**src/rtl/vend_machine_multi.sv**
```systemverilog
// Multi-product vending controller: credits 0.5/1.0 coins, vends one of
// N_ITEMS products at per-item prices, refunds change one coin per cycle.
module vend_machine_multi #(
  parameter int                          CREDIT_W   = 8,
  parameter int                          N_ITEMS    = 4,
  parameter int                          SEL_W      = 2,
  parameter logic [N_ITEMS*CREDIT_W-1:0] PRICE_LIST = {8'd6, 8'd5, 8'd4, 8'd3},
  parameter int                          MAX_CREDIT = 20
) (
  input  logic                clk,
  input  logic                rst_n,
  input  logic [1:0]          coin,
  input  logic                sel_valid,
  input  logic [SEL_W-1:0]    sel,
  input  logic                cancel,
  output logic                drink,
  output logic [SEL_W-1:0]    item,
  output logic [1:0]          back,
  output logic [CREDIT_W-1:0] credit,
  output logic                busy,
  output logic                err
);

  typedef enum logic [1:0] {S_IDLE, S_CREDIT, S_VEND, S_CHANGE} state_t;

  localparam logic [CREDIT_W:0] MAX_EXT = MAX_CREDIT[CREDIT_W:0];

  state_t              state, state_nxt;
  logic [1:0]          coin_prev;
  logic [CREDIT_W-1:0] credit_nxt;
  logic                drink_nxt, err_nxt;
  logic [SEL_W-1:0]    item_nxt;
  logic [1:0]          back_nxt;

  logic                coin_edge, coin_bad, coin_ok, coin_refused;
  logic [CREDIT_W:0]   coin_val, credit_ext, coin_sum, credited, price_ext;
  logic                sel_in_range, sel_ok;
  logic [SEL_W-1:0]    sel_idx;
  logic [CREDIT_W-1:0] price_sel;

  assign busy = (state == S_VEND) || (state == S_CHANGE);

  // Coin edge detection, overflow guard and price lookup (CREDIT_W+1 bit math)
  always_comb begin
    coin_edge    = (coin != 2'b00) && (coin_prev == 2'b00);
    coin_bad     = coin_edge && (coin == 2'b11);
    coin_val     = '0;
    if (coin_edge && coin == 2'b01) coin_val = (CREDIT_W+1)'(1);
    if (coin_edge && coin == 2'b10) coin_val = (CREDIT_W+1)'(2);
    credit_ext   = {1'b0, credit};
    coin_sum     = credit_ext + coin_val;
    coin_ok      = (coin_val != '0) && (coin_sum <= MAX_EXT);
    coin_refused = (coin_val != '0) && !coin_ok;
    credited     = coin_ok ? coin_sum : credit_ext;
    sel_in_range = int'(sel) < N_ITEMS;
    sel_idx      = sel_in_range ? sel : '0;
    price_sel    = PRICE_LIST[int'(sel_idx)*CREDIT_W +: CREDIT_W];
    price_ext    = {1'b0, price_sel};
    sel_ok       = sel_in_range && (credit_ext >= price_ext);
  end

  // Next-state and registered-output values
  always_comb begin
    state_nxt  = state;
    credit_nxt = credit;
    drink_nxt  = 1'b0;
    item_nxt   = item;
    back_nxt   = 2'b00;
    err_nxt    = 1'b0;
    case (state)
      S_IDLE, S_CREDIT: begin
        if (coin_bad || coin_refused) err_nxt = 1'b1;
        if (coin_refused) back_nxt = coin;
        if (cancel) begin
          credit_nxt = CREDIT_W'(credited);
          state_nxt  = (credited != '0) ? S_CHANGE : S_IDLE;
        end else if (sel_valid && sel_ok) begin
          state_nxt  = S_VEND;
          drink_nxt  = 1'b1;
          item_nxt   = sel;
          credit_nxt = CREDIT_W'(credited - price_ext);
        end else begin
          if (sel_valid) err_nxt = 1'b1;
          credit_nxt = CREDIT_W'(credited);
          state_nxt  = (credited != '0) ? S_CREDIT : S_IDLE;
        end
      end
      S_VEND: state_nxt = (credit != '0) ? S_CHANGE : S_IDLE;
      S_CHANGE: begin
        // The last coin is presented while still in CHANGE; leave once empty
        if (credit >= CREDIT_W'(2)) begin
          back_nxt   = 2'b10;
          credit_nxt = credit - CREDIT_W'(2);
        end else if (credit == CREDIT_W'(1)) begin
          back_nxt   = 2'b01;
          credit_nxt = '0;
        end else begin
          state_nxt  = S_IDLE;
        end
      end
      default: state_nxt = S_IDLE;
    endcase
  end

  // State and output registers; reset aborts any vend/refund in progress
  always_ff @(posedge clk or negedge rst_n) begin
    if (!rst_n) begin
      state     <= S_IDLE;
      credit    <= '0;
      drink     <= 1'b0;
      item      <= '0;
      back      <= 2'b00;
      err       <= 1'b0;
      coin_prev <= 2'b00;
    end else begin
      state     <= state_nxt;
      credit    <= credit_nxt;
      drink     <= drink_nxt;
      item      <= item_nxt;
      back      <= back_nxt;
      err       <= err_nxt;
      coin_prev <= coin;
    end
  end

endmodule

```
**config.mk**
```make
export PLATFORM = sky130hd
export DESIGN_NAME = vend_machine_multi
export DESIGN_NICKNAME = d
export VERILOG_FILES = /design/src/rtl/vend_machine_multi.sv
export SDC_FILE = /design/constraint.sdc
export NUM_CORES = 1
export LEC_CHECK = 0
export CORE_MARGIN = 4
export CORE_UTILIZATION = 40
export DETAILED_ROUTE_END_ITERATION = 10
export DONT_BUFFER_PORTS = 1
export GPL_ROUTABILITY_DRIVEN = 1
export SETUP_SLACK_MARGIN = 0.02
export SYNTH_ARGS = -nofsm -noshare
export SYNTH_HDL_FRONTEND = slang
export SYNTH_SLANG_ARGS = --single-unit
```
**constraint.sdc**
```tcl
create_clock -name clk -period 6.5 [get_ports clk]
set_input_delay 1.625 -clock clk [delete_from_list [all_inputs] [get_ports clk]]
set_output_delay 1.625 -clock clk [all_outputs]
set_load 0.01 [all_outputs]
```
Word-level counts from Yosys, hierarchy flattened
Index checks and enable logic that the tools add are counted.
- bits in registers: 18
- input bits: 8
- output and inout port bits: 15
- add/sub/neg operators: 3
- order comparisons: 3
- equality and inequality tests: 10
- shift operators: 1
- mux-type cells: 28
- bitwise gates (word level): 1
- reduce and logical (&&, ||, !) cells: 21
- operators by type and width (cell ; number):
    $mux 8 ; 4
    $shiftx 32x6->8 const A ; 1
    $mux 2 ; 9
    $reduce_bool 9->1 ; 2
    $pmux 8 s2 ; 1
    $mux 1 ; 11
    $add 8x9->9 ; 1
    $le 9x5->1 const B ; 1
    $mux 9 ; 1
    $eq 2x2->1 const B ; 4
    $eq 8x1->1 const B ; 1
    $ge 8x2->1 const B ; 1
    $ge 8x8->1 ; 1
    $reduce_bool 8->1 ; 1
    $sub 8x2->8 const B ; 1
    $sub 8x8->8 ; 1
    $logic_and 1x1->1 ; 7
    $pmux 2 s3 ; 1
    $eq 2x1->1 const B ; 2
    $logic_not 2->1 ; 2
    $ne 2x2->1 const B ; 2
    $pmux 2 s2 ; 1
    $reduce_and 2->1 ; 2
    $reduce_bool 2->1 ; 2
    6 further kinds ; 7

Logic depth before layout (Yosys ltp)
- word-level depth: 16
- mapped depth: 18

Least setup slack after synthesis
OpenSTA, ideal clock, no wires.
- path type: input-to-reg
- from: input coin[1]
- to: register credit[4]
- library setup time: 0.124 ns
- arrival: 5.321 ns
- slack: 1.055 ns
- cell stages on the path: 16
- cell sequence: inv_1 nor4_1 fa_1 nor2_1 nor3_1 o41ai_4 nand3_2 mux2i_1 ha_1 fa_1 nor2b_1 or4_1 or3_1 a211oi_1 nor3_1 a2bb2oi_1
- cells in the longest elaborated chain, start to end: 13
- ends and longest elaborated chain (item ; line ; text):
    start: declaration ; 12 ; input logic [1:0] coin,
    $reduce_bool 2->1 ; 45 ; coin_edge = (coin != 2'b00) && (coin_prev == 2'b00);
    $logic_and 1x1->1 ; 45 ;
    $logic_and 1x1->1 ; 48 ; if (coin_edge && coin == 2'b01) coin_val = (CREDIT_W+1)'(1);
    $mux 1 ; 48 ;
    $mux 2 * ; 49 ; if (coin_edge && coin == 2'b10) coin_val = (CREDIT_W+1)'(2);
    $add 8x9->9 ; 51 ; coin_sum = credit_ext + coin_val;
    $le 9x5->1 ; 52 ; coin_ok = (coin_val != '0) && (coin_sum <= MAX_EXT);
    $logic_and 1x1->1 ; 52 ;
    $mux 9 * ; 54 ; credited = coin_ok ? coin_sum : credit_ext;
    $sub 8x8->8 ; 81 ; credit_nxt = CREDIT_W'(credited - price_ext);
    $mux 8 ; 77 ; end else if (sel_valid && sel_ok) begin
    $mux 8 * ; 74 ; if (cancel) begin
    $pmux 8 s2 * ; 70 ; case (state)
    end signal: assignment ; 117 ; credit <= credit_nxt;
    end: declaration ; 19 ; output logic [CREDIT_W-1:0] credit,
Every way passes the cells marked *; elsewhere a longest branch is shown, timed or not.
A chain may end at the register's enable or synchronous reset.

Final worst setup path
Same ends and word-level chain as after synthesis.

==> impl_metrics.toml <==
[outcome]
status = "finished clean"

[routing]
routed_wl_mm = 4.33
ant_nets = 0
dr.first_iter.drc_count = 82
drcViolationCount = 0
avgRoutedWirePerCell_um = 18.2
drt-pass1-iter-count = 4
via_per_inst = 6.11
vias = 1455

[clocking]
cts_resized = 0
clockRootBuffer = "clkbuf_8"
cts_hold_buf = 0
numCtsBuffers = 3
cts_tree = "yes"
cts_setup_buffers = 0
numClockSinks = 18
htree_levels = 1
insertion_delay_ns = 0.26
path_clk_slew_ns = 0.07
clockBufferDepth = 2

[yosys]
ys_async_sr_fraction = 1.00
synth.distinct_cells = 60
synthAdderAreaFrac = 0.113
synth.avg_cell_area_sq_um = 8.80
synth_compound_area_frac = 0.244
synthMuxAreaShare = 0.0506
netlist_area_sq_um = 1680
yosys_register_bits = 18
netlist_instances = 191
yosysWarnings = 0
yosysSeqAreaShare = 0.268
synthXorXnorAreaFrac = 0.0365
synth_top_family_by_area = "compound AO/OA/AOI/OAI gates"
synth_enable_flop_cells = 0
synthSimpleGateAreaFrac = 0.229
synthesis.nets = 213
ys.flop_type = "dfrtp_1"

[layout]
design_area_sq_um = 1760
syn_to_final_growth_pct = 4.69
drive_gt1_frac = 0.122
fin_nets = 211
layout.cells.most_common = "dfrtp_1"
layout_common_cells = "18 x dfrtp_1, 16 x nand2_1, 15 x inv_1"
antenna_cells = 0
final_cells = 238

[floorplan]
initial_utilization = 0.417
die_h_um = 72.8
rows = 23
core_sq_um = 4030
num_io_pins = 23
die_x_um = 72.8
dieArea_sq_um = 5300

[timing]
relSlewSlack = 0.406
setup_viol = 0
rsz0062_at_grt = "false"
slew_violations = 0
hold_violations = 0
fin_tns_setup_ns = 0
tightest_slew_ns = 0.891
period_minus_slack_ns = 5.72
holdWs_ns = 0.589
finalCritPeriodShare = 0.880
finClkSkew_ns = 0.00520
fmax_mhz = 175
setup_slack_ns = 0.779

[setup_path]
ff2ff_setup_slack_ns = 1.75
end_kind = "flip-flop"
worstSetupStartpointType = "input port"
required_ns = 6.65
critical_path_class = "input port to flip-flop"
cp.arrival_ns = 5.87
crit_fanout = 7

[power]
leakage_nw = 0.744
power_frac_clock = 0.112
p_switching_w = 0.000435
p_comb_frac = 0.569
netSwitchingFraction = 0.514
power.internal_w = 0.000411
powerDensity_nw_per_um2 = 481
ir_worst_vdd_mv = 0.225
pwr-share-seq = 0.319

[placement]
gp_congestion = 0.930
hpwl_mm = 3.37
placed_cell_area_sq_um = 1700
port-buffer-count = 0
dp_cells = 234
dp_slack_ns = 0.522

[global_routing]
grt_pass1_wl_mm = 7.20
grt_antenna_before_repair = 0
overflow = 0
grt_max_degree = 27
grt_usage = 0.176
grt_pass1_vias = 1492

[run]
drv_cap = 0

[worst_hold_path]
hold_path.class = "flip-flop to flip-flop"
==> power by group through the flow <==
| stage | logic [W] | clock network [W] | registers (W) |
|---|---|---|---|
| 6_report | 0.000481 | 0.0000951 | 0.000270 |
| 3_5_place_dp | 0.000473 | 0 | 0.000272 |
| 4_1_cts | 0.000476 | 0.0000967 | 0.000270 |
| 2_1_floorplan | 0.000436 | 0 | 0.000207 |
| 3_3_place_gp | 0.000462 | 0 | 0.000270 |
| 5_1_grt | 0.000532 | 0.000101 | 0.000280 |
==> sequential cells by signal, indices dropped and copies added, names as in the netlist <==
signal and count:
credit 8, back 2, coin_prev 2, item 2, state 2, drink 1, err 1
==> per-stage QoR <==
stage	util	total power, W
finish	0.437	0.000846
global route	0.437	0.000913
CTS	0.437	0.000843
detailed placement	0.423	0.000745
global placement	0.423	0.000732
floorplan	-	0.000643
==> metal layers <==
layer / global-route usage / up-vias / share of wire
li1: - / 700 / -
met1: 0.226 / 709 / 0.45
met2: 0.283 / 35 / 0.47
met3: 0.0331 / 11 / 0.049
met4: 0.0861 / 0 / 0.028
met5: 0 / - / 0
==> worst paths after layout <==
path | startpoint | endpoint | cells past startpoint
max | coin[1] | credit[4]$_DFFE_PN0P_ | 16
min | item[0]$_DFFE_PN0P_ | item[0]$_DFFE_PN0P_ | 1
min reg2reg | item[0]$_DFFE_PN0P_ | item[0]$_DFFE_PN0P_ | 1
max in group asynchronous | rst_n | coin_prev[1]$_DFF_PN0_ | 0
max reg2reg | coin_prev[1]$_DFF_PN0_ | credit[4]$_DFFE_PN0P_ | 18
min in group asynchronous | rst_n | state[1]$_DFFE_PN0P_ | 0
==> logic make-up after synthesis <==
group,after synthesis
multiplexers,8
XOR/XNOR,7
flip-flops,18
AND/OR/NAND/NOR,71
buffers and inverters,23
AO/OA/AOI/OAI,50
adder cells (fa/ha/maj),14
==> worst max-delay path, stage by stage <==
cell       delay [ns]
inv_1            0.03
nor4_1           0.47
fa_1             0.54
nor2_1           0.22
nor3_1           0.11
o41ai_4          0.49
nand3_2          0.27
mux2i_1          0.29
ha_1             0.25
fa_1             0.23
nor2b_1          0.06
or4_1            0.40
or3_1            0.32
a211oi_1         0.32
nor3_1           0.08
a2bb2oi_1        0.16
==> synthesized netlist by cell type (2+ instances only) <==
cell | count | area share
a21oi_1 | 7 | 0.021
a31oi_1 | 4 | 0.015
and2_1 | 3 | 0.011
clkbuf_1 | 4 | 0.0089
dfrtp_1 | 18 | 0.27
fa_1 | 2 | 0.024
ha_1 | 12 | 0.089
inv_1 | 15 | 0.034
mux2_2 | 3 | 0.020
mux2i_1 | 4 | 0.024
nand2_1 | 16 | 0.036
nand2b_1 | 2 | 0.0074
nand3_1 | 4 | 0.012
nand3_2 | 2 | 0.012
nand3b_1 | 3 | 0.013
nand4_1 | 3 | 0.011
nor2_1 | 13 | 0.029
nor2b_1 | 3 | 0.011
nor3_1 | 10 | 0.030
o21a_1 | 2 | 0.0089
o21ai_0 | 9 | 0.027
o221ai_1 | 2 | 0.010
o22ai_1 | 4 | 0.015
o31ai_1 | 2 | 0.0089
o41ai_4 | 2 | 0.033
or2_2 | 2 | 0.0074
or4_1 | 2 | 0.0089
xnor2_1 | 5 | 0.026
xor2_1 | 2 | 0.010
==> final cells by class <==
type                            count  area [sq um]
Tap cell                           50          62.6
Inverter                           16          60.1
Fill cell                         421          2270
Clock buffer                        4          55.1
Multi-Input combinational cell    150          1130
Sequential cell                    18           450
Power figures use the tool's default switching activity.
